--- src/rtl/uart_pkg.sv ---
// Shared definitions for the UART stimulus transmitter: FSM state
// encodings and the bit-period helper used at elaboration time.
package uart_pkg;

  // FSM state encodings
  localparam logic [1:0] ST_IDLE  = 2'd0;
  localparam logic [1:0] ST_START = 2'd1;
  localparam logic [1:0] ST_DATA  = 2'd2;
  localparam logic [1:0] ST_STOP  = 2'd3;

  // Bits per character on the line: start + 8 data + stop
  localparam int FRAME_BITS = 10;

  // Core clocks per line bit; truncating division so the line runs
  // slightly fast rather than slow when the ratio is not integral.
  function automatic int clks_per_bit(input int clk_hz, input int baud);
    return clk_hz / baud;
  endfunction

endpackage

--- src/rtl/uart_tx_fifo.sv ---
// Synchronous FIFO feeding the UART transmitter. First-word-fall-through:
// rd_data always shows the oldest entry while the FIFO is non-empty.
// Pointers carry one extra wrap bit so full/empty come from a plain
// compare and wrap-around needs no special handling.
module uart_tx_fifo #(
  parameter int DEPTH = 8,
  parameter int WIDTH = 8
) (
  input  logic                       clk,
  input  logic                       rst_n,
  input  logic                       wr_en,
  input  logic [WIDTH-1:0]           wr_data,
  input  logic                       rd_en,
  output logic [WIDTH-1:0]           rd_data,
  output logic                       full,
  output logic                       empty,
  output logic [$clog2(DEPTH):0]     level
);

  localparam int AW = $clog2(DEPTH);

  logic [WIDTH-1:0] r_mem [DEPTH];
  logic [AW:0]      r_wr_ptr;
  logic [AW:0]      r_rd_ptr;
  logic [AW:0]      r_level;
  logic             w_push;
  logic             w_pop;

  // Full when the index bits match but the wrap bits differ
  assign full  = (r_wr_ptr[AW] != r_rd_ptr[AW]) &&
                 (r_wr_ptr[AW-1:0] == r_rd_ptr[AW-1:0]);
  assign empty = (r_wr_ptr == r_rd_ptr);

  // A write while full or a read while empty is silently ignored
  assign w_push = wr_en && !full;
  assign w_pop  = rd_en && !empty;

  assign rd_data = r_mem[r_rd_ptr[AW-1:0]];
  assign level   = r_level;

  // Storage array; contents are don't-care until written, so no reset
  always_ff @(posedge clk) begin
    if (w_push) begin
      r_mem[r_wr_ptr[AW-1:0]] <= wr_data;
    end
  end

  // Pointer advance on accepted push/pop
  always_ff @(posedge clk or negedge rst_n) begin
    if (!rst_n) begin
      r_wr_ptr <= '0;
      r_rd_ptr <= '0;
    end else begin
      if (w_push) r_wr_ptr <= r_wr_ptr + 1'b1;
      if (w_pop)  r_rd_ptr <= r_rd_ptr + 1'b1;
    end
  end

  // Registered occupancy; simultaneous push and pop leaves it unchanged
  always_ff @(posedge clk or negedge rst_n) begin
    if (!rst_n) begin
      r_level <= '0;
    end else begin
      case ({w_push, w_pop})
        2'b10:   r_level <= r_level + 1'b1;
        2'b01:   r_level <= r_level - 1'b1;
        default: r_level <= r_level;
      endcase
    end
  end

endmodule

--- src/rtl/uart_stim_tx.sv ---
// Byte-oriented 8N1 UART transmitter with an input FIFO. Used by the sim
// top and FPGA wrapper to drive console input into the SoC receive pin.
//
//   state | meaning
//   ------+-----------------------------------------------------------
//   IDLE  | line high; pops the FIFO head as soon as it is non-empty
//   START | start bit (low) for one bit period
//   DATA  | 8 data bits, LSB first, one bit period each
//   STOP  | stop bit (high); at its end pops the next byte or idles
//
// Every state entry restarts the baud counter at 0, so each frame is
// exactly FRAME_BITS bit periods and back-to-back frames have no gap.
module uart_stim_tx
  import uart_pkg::*;
#(
  parameter int CLK_FREQ_HZ = 50_000_000,
  parameter int BAUD        = 115200,
  parameter int FIFO_DEPTH  = 8
) (
  input  logic                          clk,
  input  logic                          rst_n,
  input  logic [7:0]                    i_data,
  input  logic                          i_valid,
  output logic                          o_ready,
  output logic                          o_tx,
  output logic                          o_busy,
  output logic [$clog2(FIFO_DEPTH):0]   o_fifo_level
);

  localparam int CLKS_PER_BIT = clks_per_bit(CLK_FREQ_HZ, BAUD);
  localparam int BW           = (CLKS_PER_BIT < 2) ? 1 : $clog2(CLKS_PER_BIT);
  localparam int LW           = $clog2(FIFO_DEPTH) + 1;

  // Reject parameter sets the counters and FIFO pointers cannot support
  if (CLKS_PER_BIT < 2) begin : g_bad_baud
    $error("uart_stim_tx: CLKS_PER_BIT must be >= 2 (got %0d)", CLKS_PER_BIT);
  end
  if ((FIFO_DEPTH < 2) || ((FIFO_DEPTH & (FIFO_DEPTH - 1)) != 0)) begin : g_bad_depth
    $error("uart_stim_tx: FIFO_DEPTH must be a power of 2 >= 2 (got %0d)", FIFO_DEPTH);
  end

  logic [1:0]    r_state;
  logic [BW-1:0] r_baud_cnt;
  logic [2:0]    r_bit_idx;
  logic [7:0]    r_shift;
  logic          r_tx;

  logic          w_fifo_full;
  logic          w_fifo_empty;
  logic [7:0]    w_fifo_rd_data;
  logic [LW-1:0] w_fifo_level;
  logic          w_push;
  logic          w_pop;
  logic          w_baud_tc;

  // Ready reflects occupancy before the edge; a same-edge pop never
  // opens a slot for a push when the FIFO is full.
  assign o_ready = !w_fifo_full;
  assign w_push  = i_valid && !w_fifo_full;

  assign w_baud_tc = (r_baud_cnt == BW'(CLKS_PER_BIT - 1));

  // Pop from IDLE immediately, or at the end of a stop bit to chain frames
  assign w_pop = !w_fifo_empty &&
                 ((r_state == ST_IDLE) || ((r_state == ST_STOP) && w_baud_tc));

  uart_tx_fifo #(
    .DEPTH (FIFO_DEPTH),
    .WIDTH (8)
  ) u_fifo (
    .clk     (clk),
    .rst_n   (rst_n),
    .wr_en   (w_push),
    .wr_data (i_data),
    .rd_en   (w_pop),
    .rd_data (w_fifo_rd_data),
    .full    (w_fifo_full),
    .empty   (w_fifo_empty),
    .level   (w_fifo_level)
  );

  // Frame sequencing: state, bit timing, shift register and line flop
  always_ff @(posedge clk or negedge rst_n) begin
    if (!rst_n) begin
      r_state    <= ST_IDLE;
      r_baud_cnt <= '0;
      r_bit_idx  <= '0;
      r_shift    <= '0;
      r_tx       <= 1'b1;
    end else begin
      case (r_state)
        ST_IDLE: begin
          r_baud_cnt <= '0;
          r_tx       <= 1'b1;
          if (!w_fifo_empty) begin
            r_state <= ST_START;
            r_shift <= w_fifo_rd_data;
            r_tx    <= 1'b0;
          end
        end

        ST_START: begin
          if (w_baud_tc) begin
            r_state    <= ST_DATA;
            r_baud_cnt <= '0;
            r_bit_idx  <= '0;
            r_tx       <= r_shift[0];
          end else begin
            r_baud_cnt <= r_baud_cnt + 1'b1;
          end
        end

        ST_DATA: begin
          if (w_baud_tc) begin
            r_baud_cnt <= '0;
            if (r_bit_idx == 3'd7) begin
              r_state <= ST_STOP;
              r_tx    <= 1'b1;
            end else begin
              r_bit_idx <= r_bit_idx + 1'b1;
              r_shift   <= {1'b0, r_shift[7:1]};
              r_tx      <= r_shift[1];
            end
          end else begin
            r_baud_cnt <= r_baud_cnt + 1'b1;
          end
        end

        ST_STOP: begin
          if (w_baud_tc) begin
            r_baud_cnt <= '0;
            if (!w_fifo_empty) begin
              r_state <= ST_START;
              r_shift <= w_fifo_rd_data;
              r_tx    <= 1'b0;
            end else begin
              r_state <= ST_IDLE;
            end
          end else begin
            r_baud_cnt <= r_baud_cnt + 1'b1;
          end
        end

        default: begin
          r_state    <= ST_IDLE;
          r_baud_cnt <= '0;
          r_tx       <= 1'b1;
        end
      endcase
    end
  end

  assign o_tx         = r_tx;
  assign o_busy       = (r_state != ST_IDLE) || !w_fifo_empty;
  assign o_fifo_level = w_fifo_level;

endmodule

--- config.mk ---
export PLATFORM = sky130hd
export DESIGN_NAME = uart_stim_tx
export DESIGN_NICKNAME = d
export VERILOG_FILES = /design/src/rtl/uart_pkg.sv /design/src/rtl/uart_tx_fifo.sv /design/src/rtl/uart_stim_tx.sv
export SDC_FILE = /design/constraint.sdc
export NUM_CORES = 1
export LEC_CHECK = 0
export ABC_AREA = 1
export CAP_MARGIN = 20
export CORE_ASPECT_RATIO = 1.25
export CORE_UTILIZATION = 40
export CTS_BUF_LIST = sky130_fd_sc_hd__clkbuf_4 sky130_fd_sc_hd__clkbuf_8
export DETAILED_ROUTE_END_ITERATION = 7
export HOLD_SLACK_MARGIN = 0.02
export PLACE_DENSITY = 0.58
export SYNTH_ARGS = -nofsm -noshare
export SYNTH_HDL_FRONTEND = slang
export SYNTH_SLANG_ARGS = --single-unit
--- constraint.sdc ---
create_clock -name clk -period 2.2 [get_ports clk]
set_input_delay 0.33 -clock clk [delete_from_list [all_inputs] [get_ports clk]]
set_output_delay 0.33 -clock clk [all_outputs]
set_load 0.01 [all_outputs]
==> metrics.md, run 1 <==
| Metric | Value |
|---|---|
| Yosys reg bits | `99` |
| Worst Path Arrival | `1750 ps` |
| WP buf/inv | `4` |
| CP Capture Type | `output pin` |
| Post-synthesis mux area share | `0%` |
| LEAKAGE | `2.66 nW` |
| Worst-case clock buffer depth | `2` |
| Pwr Density | `1310 nW/um2` |
| Worst-Skew Late Latency | `370 ps` |
| Routability cong. | `0.821` |
| Post-synthesis simple-gate area fraction | `27.5%` |
| Number of global-route vias before repair | `3540` |
| Status | `finished clean` |
| Number of max-cap violations | `0` |
| Xor and xnor area share after synthesis | `1.80%` |
| Post-Synth Adder-Cell Area | `3.85%` |
| Post-Place Setup Slack | `-25.0 ps` |
| Post-Syn Nets | `553` |
| Die span in y | `125 um` |
| Ys Warns | `0` |
| Fin Setup TNS | `0 ps` |
| Routed WL | `10000 um` |
| Max-slew violations | `0` |
| Routed WL per cell | `13.3 um` |
| Hpwl dp | `6680 um` |
| Layout cell share with drive strength beyond 1 | `17.7%` |
| Syn Area/Cell | `9.24 um2` |
| Main combinational cell family by area after synthesis | `simple AND/OR/NAND/NOR gates` |
| Final Critical Period | `2080 ps` |
| Die width | `101 um` |
| Internal reg-to-reg setup slack | `120 ps` |
| Starting DRC count in detailed routing | `146` |
| Multi-input logic area | `1750 um2` |
| Layout fillers | `1118` |
| Vias/cell | `4.66` |
| Design Area, Final | `5730 um2` |
| Crit-path max FO | `4` |
| Antenna Nets Post-Route | `0` |
| Buffers added on ports | `17` |
| Initial core utilization | `41.5%` |
| Seq. cell area | `2800 um2` |
| Slowest cell on crit path | `dfrtp_1` |
| Total Routing Usage GR | `17.6%` |
| Delay-heaviest family, CP | `buffers and inverters` |
| Placed Area | `5430 um2` |
| Post-synthesis cell count | `527` |
| Vias post-DR | `3498` |
| I/O Pins | `18` |
| Cell Area, Synth | `4870 um2` |
| Worst vdd ir | `0.564 mV` |
| CP Launch Type | `flop` |
| Synth cell types | `31` |
| Nets | `610` |
| Final setup margin | `117 ps` |
| Final hold violation count | `0` |
| Slew headroom | `46.7%` |
| CTS tree | `built` |
| Critical path class | `reg2out` |
| Die area | `12600 um2` |
| Fmax | `480 MHz` |
| Synth Area in Compound Gates | `1.77%` |
| Number of clock sinks | `99` |
| Hold_buf cts | `0` |
| RSZ-0062 raised after global routing | `yes` |
| H-tree depth | `3` |
| Metal3 WL | `202 um` |
| Fin crit share | `94.7%` |
| Pin count of the biggest net entering global routing | `36` |
| WL met2 | `5190 um` |
| Seq/Total Area, Yosys | `57.5%` |
| Number of antenna diodes | `0` |
| Initial antenna violation count | `0` |
| CP required | `1870 ps` |
| Cell Rows | `44` |
| Worst stage delay on the critical path | `410 ps` |
| Clock Pin Slew Worst Setup and Hold Paths | `100 ps` |
| Critical-path cell list | `inv_2 > nand2_2 > nand2_2 > nor2_8 > nand2_4 > buf_4 > nor2_4 > inv_2 > clkdlybuf4s15_1` |
| # DRC | `0` |
| Hold Crit Class | `in2async` |
| Slew @ Worst Pin | `800 ps` |
| Total CTS buffers | `9` |
| Global-route wire length before repair | `17000 um` |
| Pre-antenna DRT Iters | `4` |
| Synth-to-layout area growth | `17.7%` |
| Grt total ovfl | `0` |
| Setup violators final | `0` |
| Met1 Wirelength | `4380 um` |
| Highest metal layer with signal wires | `met4` |
| Final worst clock skew | `12.0 ps` |
| Clk root buf | `clkbuf_8` |
| Core Footprint | `11700 um2` |
## layout make-up
class / count / area share, %
Sequential cell: 99 / 48.9
Multi-Input combinational cell: 336 / 30.5
Timing Repair Buffer: 60 / 8.56
Inverter: 78 / 5.15
Tap cell: 161 / 3.52
Clock buffer: 10 / 2.29
Clock inverter: 6 / 1.14
## final timing paths
check,from,end,depth (start not counted)
setup / recovery,u_fifo.r_wr_ptr[1],o_busy,9
hold / removal,rst_n,r_baud_cnt[5],1
setup reg to reg,r_baud_cnt[0],u_fifo.level[2],14
hold reg to reg,o_tx,o_tx,2
max in group asynchronous,rst_n,u_fifo.r_rd_ptr[1],1
min in group clk,o_tx,o_tx,2
## synthesized netlist by cell type
cell type	instances	share of area (%)
xnor2_1	4	0.72
edfxtp_1	64	39
inv_1	71	5.5
nand3_2	3	0.62
nor3_1	7	0.72
nor3b_1	2	0.31
dfrtp_1	34	17
nand4_4	1	0.44
nand3_4	1	0.36
clkbuf_1	2	0.15
nor2_4	3	0.69
o21ai_2	1	0.18
inv_4	1	0.13
nand3_1	58	6.0
ha_1	15	3.9
inv_2	6	0.46
dfstp_2	1	0.54
xor2_1	6	1.1
nor2_8	1	0.41
nand2_4	3	0.69
nand2_1	176	14
nand4_1	3	0.39
a21oi_1	4	0.41
nand3b_1	1	0.15
o21a_1	1	0.15
o21ai_1	3	0.31
nand2_2	8	1.0
buf_4	3	0.46
nor2_1	28	2.2
buf_2	9	0.92
o21ai_0	7	0.72
## cell usage in the layout (no fill, tap or decap), types with 2 or more instances in the layout
cell / Yosys / final
nor2_4: 3 / 3
nor3_1: 7 / 7
buf_4: 3 / 43
nand4_1: 3 / 3
a21oi_1: 4 / 3
nand2_1: 176 / 173
nand3_2: 3 / 3
ha_2: 0 / 2
nand3_1: 58 / 58
inv_2: 6 / 10
xor2_1: 6 / 5
nor2_2: 0 / 2
dfrtp_1: 34 / 33
o21ai_0: 7 / 7
inv_1: 71 / 67
edfxtp_1: 64 / 64
nand2_4: 3 / 4
clkbuf_8: 0 / 9
ha_1: 15 / 12
nor2_1: 28 / 26
o21ai_1: 3 / 3
nor3b_1: 2 / 2
nand2_2: 8 / 10
xnor2_1: 4 / 4
clkdlybuf4s50_1: 0 / 14
## stage by stage
step | hold WS [ps] | std cells | util (%) | power [mW]
after floorplan | 34.4 | 527 | - | 5.08
after global placement | 455 | 725 | 46.3 | 6.11
after detailed placement | 456 | 725 | 46.3 | 6.20
after CTS | 60.8 | 745 | 48.3 | 7.45
after global routing | 95.0 | 750 | 48.9 | 8.15
final | 37.9 | 750 | 48.9 | 7.51
## power breakdown
| part | leakage, nW | switching [mW] | total [mW] | internal (mW) |
|---|---|---|---|---|
| Sequential | 1.03 | 0.234 | 2.65 | 2.41 |
| Clock | 0.0962 | 0.636 | 1.18 | 0.540 |
| Combinational | 1.54 | 2.23 | 3.69 | 1.46 |
| Total | 2.66 | 3.10 | 7.51 | 4.42 |
## flip-flops by register name, indices dropped and copies added, names as in the netlist
name,flops
o_tx,1
r_baud_cnt,9
r_bit_idx,3
r_shift,8
r_state,2
u_fifo.level,4
u_fifo.r_mem,64
u_fifo.r_rd_ptr,4
u_fifo.r_wr_ptr,4
## per-layer routing
metal	track usage, %	vias to the layer above
met2	30.6	38
met5	0	-
met1	21.1	1663
met4	8.78	0
li1	-	1779
met3	2.24	18
## timing repair
item                                   CTS  global route
gates resized for setup                  2            12
buffers inserted                         4             5
endpoints found under the hold margin    0             0
pin swaps                                1             5
gates cloned                             0             0
setup endpoints to repair                3             4
## cells by family after synthesis
kind of cell    after synthesis
xor+xnor                     10
flops                        99
buf+inv                      92
compound gates               16
fa+ha+maj                    15
simple gates                295
Power figures use the tool's default switching activity.
==> inputs of run 2 (changes only) <==
CORE_ASPECT_RATIO = 0.5   (was 1.25)
==> metrics.md, run 2 (same netlist as run 1, synthesis figures left out) <==
| Metric | Value |
|---|---|
| CP Launch Type | `flop` |
| Grt total ovfl | `0 (unchanged)` |
| Die area | `12600 um2 (+0.19%)` |
| Pre-antenna DRT Iters | `4 (unchanged)` |
| Number of clock sinks | `99 (unchanged)` |
| CP required | `2470 ps (+600 ps)` |
| Worst-case clock buffer depth | `2 (unchanged)` |
| Seq. cell area | `2800 um2 (unchanged)` |
| Hpwl dp | `6420 um (-3.8%)` |
| Initial core utilization | `41.1% (-0.40 points)` |
| Nets | `601 (-1.5%)` |
| RR Startpoint | `r_baud_cnt[1]` |
| Commonest non-fill, non-tap cell in the layout | `nand2_1` |
| Critical path class | `reg2reg` |
| Hold_buf cts | `0 (unchanged)` |
| CP Capture Type | `flop` |
| Crit-path max FO | `4 (unchanged)` |
| Total Routing Usage GR | `17.4% (-0.15 points)` |
| Final hold violation count | `0 (unchanged)` |
| Pin count of the biggest net entering global routing | `36 (unchanged)` |
| Status | `finished clean` |
| I/O Pins | `18 (unchanged)` |
| Final design utilization | `48.3% (-0.59 points)` |
| Number of antenna diodes | `0 (unchanged)` |
| Max-slew violations | `0 (unchanged)` |
| Synth-to-layout area growth | `17.4%` |
| Initial antenna violation count | `0 (unchanged)` |
| Busiest grt layer | `met2` |
| Pwr Density | `1340 nW/um2 (+2.2%)` |
| Max reg flops | `64 (unchanged)` |
| Clk root buf | `clkbuf_8` |
| GRT met1 Usage | `22.8% (+1.7 points)` |
| Layout cell share with drive strength beyond 1 | `15.5% (-2.1 points)` |
| Routed WL | `9910 um (-0.95%)` |
| Internal reg-to-reg setup slack | `90 ps (-30 ps)` |
| Worst vdd ir | `0.557 mV (-1.1%)` |
| H-tree depth | `3 (unchanged)` |
| Fmax | `473 MHz (-1.5%)` |
| Slew headroom | `46.4% (-0.30 points)` |
| # DRC | `0 (unchanged)` |
| Global-route wire length before repair | `16200 um (-4.8%)` |
| Multi-input logic area | `1740 um2 (-0.43%)` |
| Clock Pin Slew Worst Setup and Hold Paths | `100 ps (about the same)` |
| Routed WL per cell | `13.3 um (-0.28%)` |
| CTS tree | `built` |
| Total CTS buffers | `9 (unchanged)` |
| Starting DRC count in detailed routing | `205 (+40%)` |
| Crit path launch | `r_baud_cnt[1]` |
| Fin crit share | `96.1% (+1.4 points)` |
| Slew @ Worst Pin | `804 ps (+4.50 ps)` |
| Met3 usage | `4.23% (+2.0 points)` |
| Number of global-route vias before repair | `3138 (-11%)` |
| Post-Place Setup Slack | `10.4 ps (+35.4 ps)` |
| Vias/cell | `4.53 (-2.9%)` |
| RSZ-0062 raised after global routing | `yes` |
| Most frequent cells in the layout | `nand2_1, inv_1, edfxtp_1` |
| Met2 usage | `29.3% (-1.3 points)` |
| Final setup margin | `86.1 ps (-31.4 ps)` |
| LEAKAGE | `2.65 nW (-0.33%)` |
| Number of max-cap violations | `0 (unchanged)` |
| Routability cong. | `0.779 (-5.1%)` |
| Cell Rows | `28 (-36%)` |
| Core Footprint | `11800 um2 (+0.98%)` |
| Vias post-DR | `3373 (-3.6%)` |
| Antenna Nets Post-Route | `0 (unchanged)` |
| Buffers added on ports | `17 (unchanged)` |
| Setup violators final | `0 (unchanged)` |
| Layout fillers | `1139 (+1.9%)` |
| Final worst clock skew | `11.4 ps (-0.607 ps)` |
| Worst-Skew Late Latency | `370 ps (about the same)` |
| Final Critical Period | `2110 ps (+31.4 ps)` |
| Worst Path Arrival | `2390 ps (+640 ps)` |
| Final hold slack | `28.7 ps (-9.22 ps)` |
| Die width | `158 um (+57%)` |
| Hold Crit Class | `in2async` |
| Die span in y | `80.0 um (-36%)` |
[run 2: changes by cell type in the layout (fill, tap and decap cells not counted), moves of 2 or more]
cell	before	now
buf_4	43	34
bufinv_16	1	3
inv_1	67	69
inv_2	10	8
inv_8	0	2
[run 2: layer usage]
| metal | vias to the layer above | routed length [um] |
|---|---|---|
| met5 | - | 0 |
| li1 | 1765 | - |
| met4 | 0 | 54 |
| met1 | 1555 | 4750 |
| met2 | 48 | 4740 |
| met3 | 5 | 366 |
[run 2: report_power, final]
group	leakage [nW]	internal [mW]	switching [mW]	total (mW)
logic	1.50	1.34	2.21	3.56
clock network	0.128	0.779	0.679	1.46
registers	1.03	2.41	0.228	2.64
[run 2: layout make-up]
class | instances | area share (%)
Clock inverter | 7 | 2.28
Sequential cell | 99 | 49.0
Tap cell | 165 | 3.61
Multi-Input combinational cell | 336 | 30.4
Clock buffer | 9 | 2.17
Inverter | 78 | 5.17
Timing Repair Buffer | 51 | 7.38
[run 2: worst paths after layout]
kind	end	depth (start not counted)
max in group asynchronous	u_fifo.r_rd_ptr[0]	1
setup reg to reg	u_fifo.level[2]	15
hold / removal	r_baud_cnt[5]	1
hold reg to reg	o_tx	2
min in group clk	o_tx	2
setup / recovery	u_fifo.level[2]	15
[run 2: stage by stage]
stage	instance area [um2]	TNS, ps	instances	total power [mW]
after global routing	5720	-121	745	8.33
after detailed placement	5410	0	726	6.19
after global placement	5410	0	726	6.15
final	5720	0	745	7.66
after floorplan	4880	0	527	5.08
after CTS	5690	0	745	7.70
[run 2: repair_timing]
item,in CTS,in global routing
resized for setup,3,5
setup buffers,3,0
hold endpoints to repair,0,0
setup endpoints to repair,2,3
pin swaps,1,0
cloned,0,0
[run 2: worst max-delay path: stages (launching register included)]
cell and delay [ps]:
dfrtp_1 390, inv_1 50, ha_1 120, nand2_1 60, nor2_2 140, nand2_2 110
nand2_4 90, nand3_4 90, inv_2 90, ha_4 150, xor2_1 80, ha_1 210
a21oi_2 120, nor2_1 50, nand3b_1 150, o21a_1 100
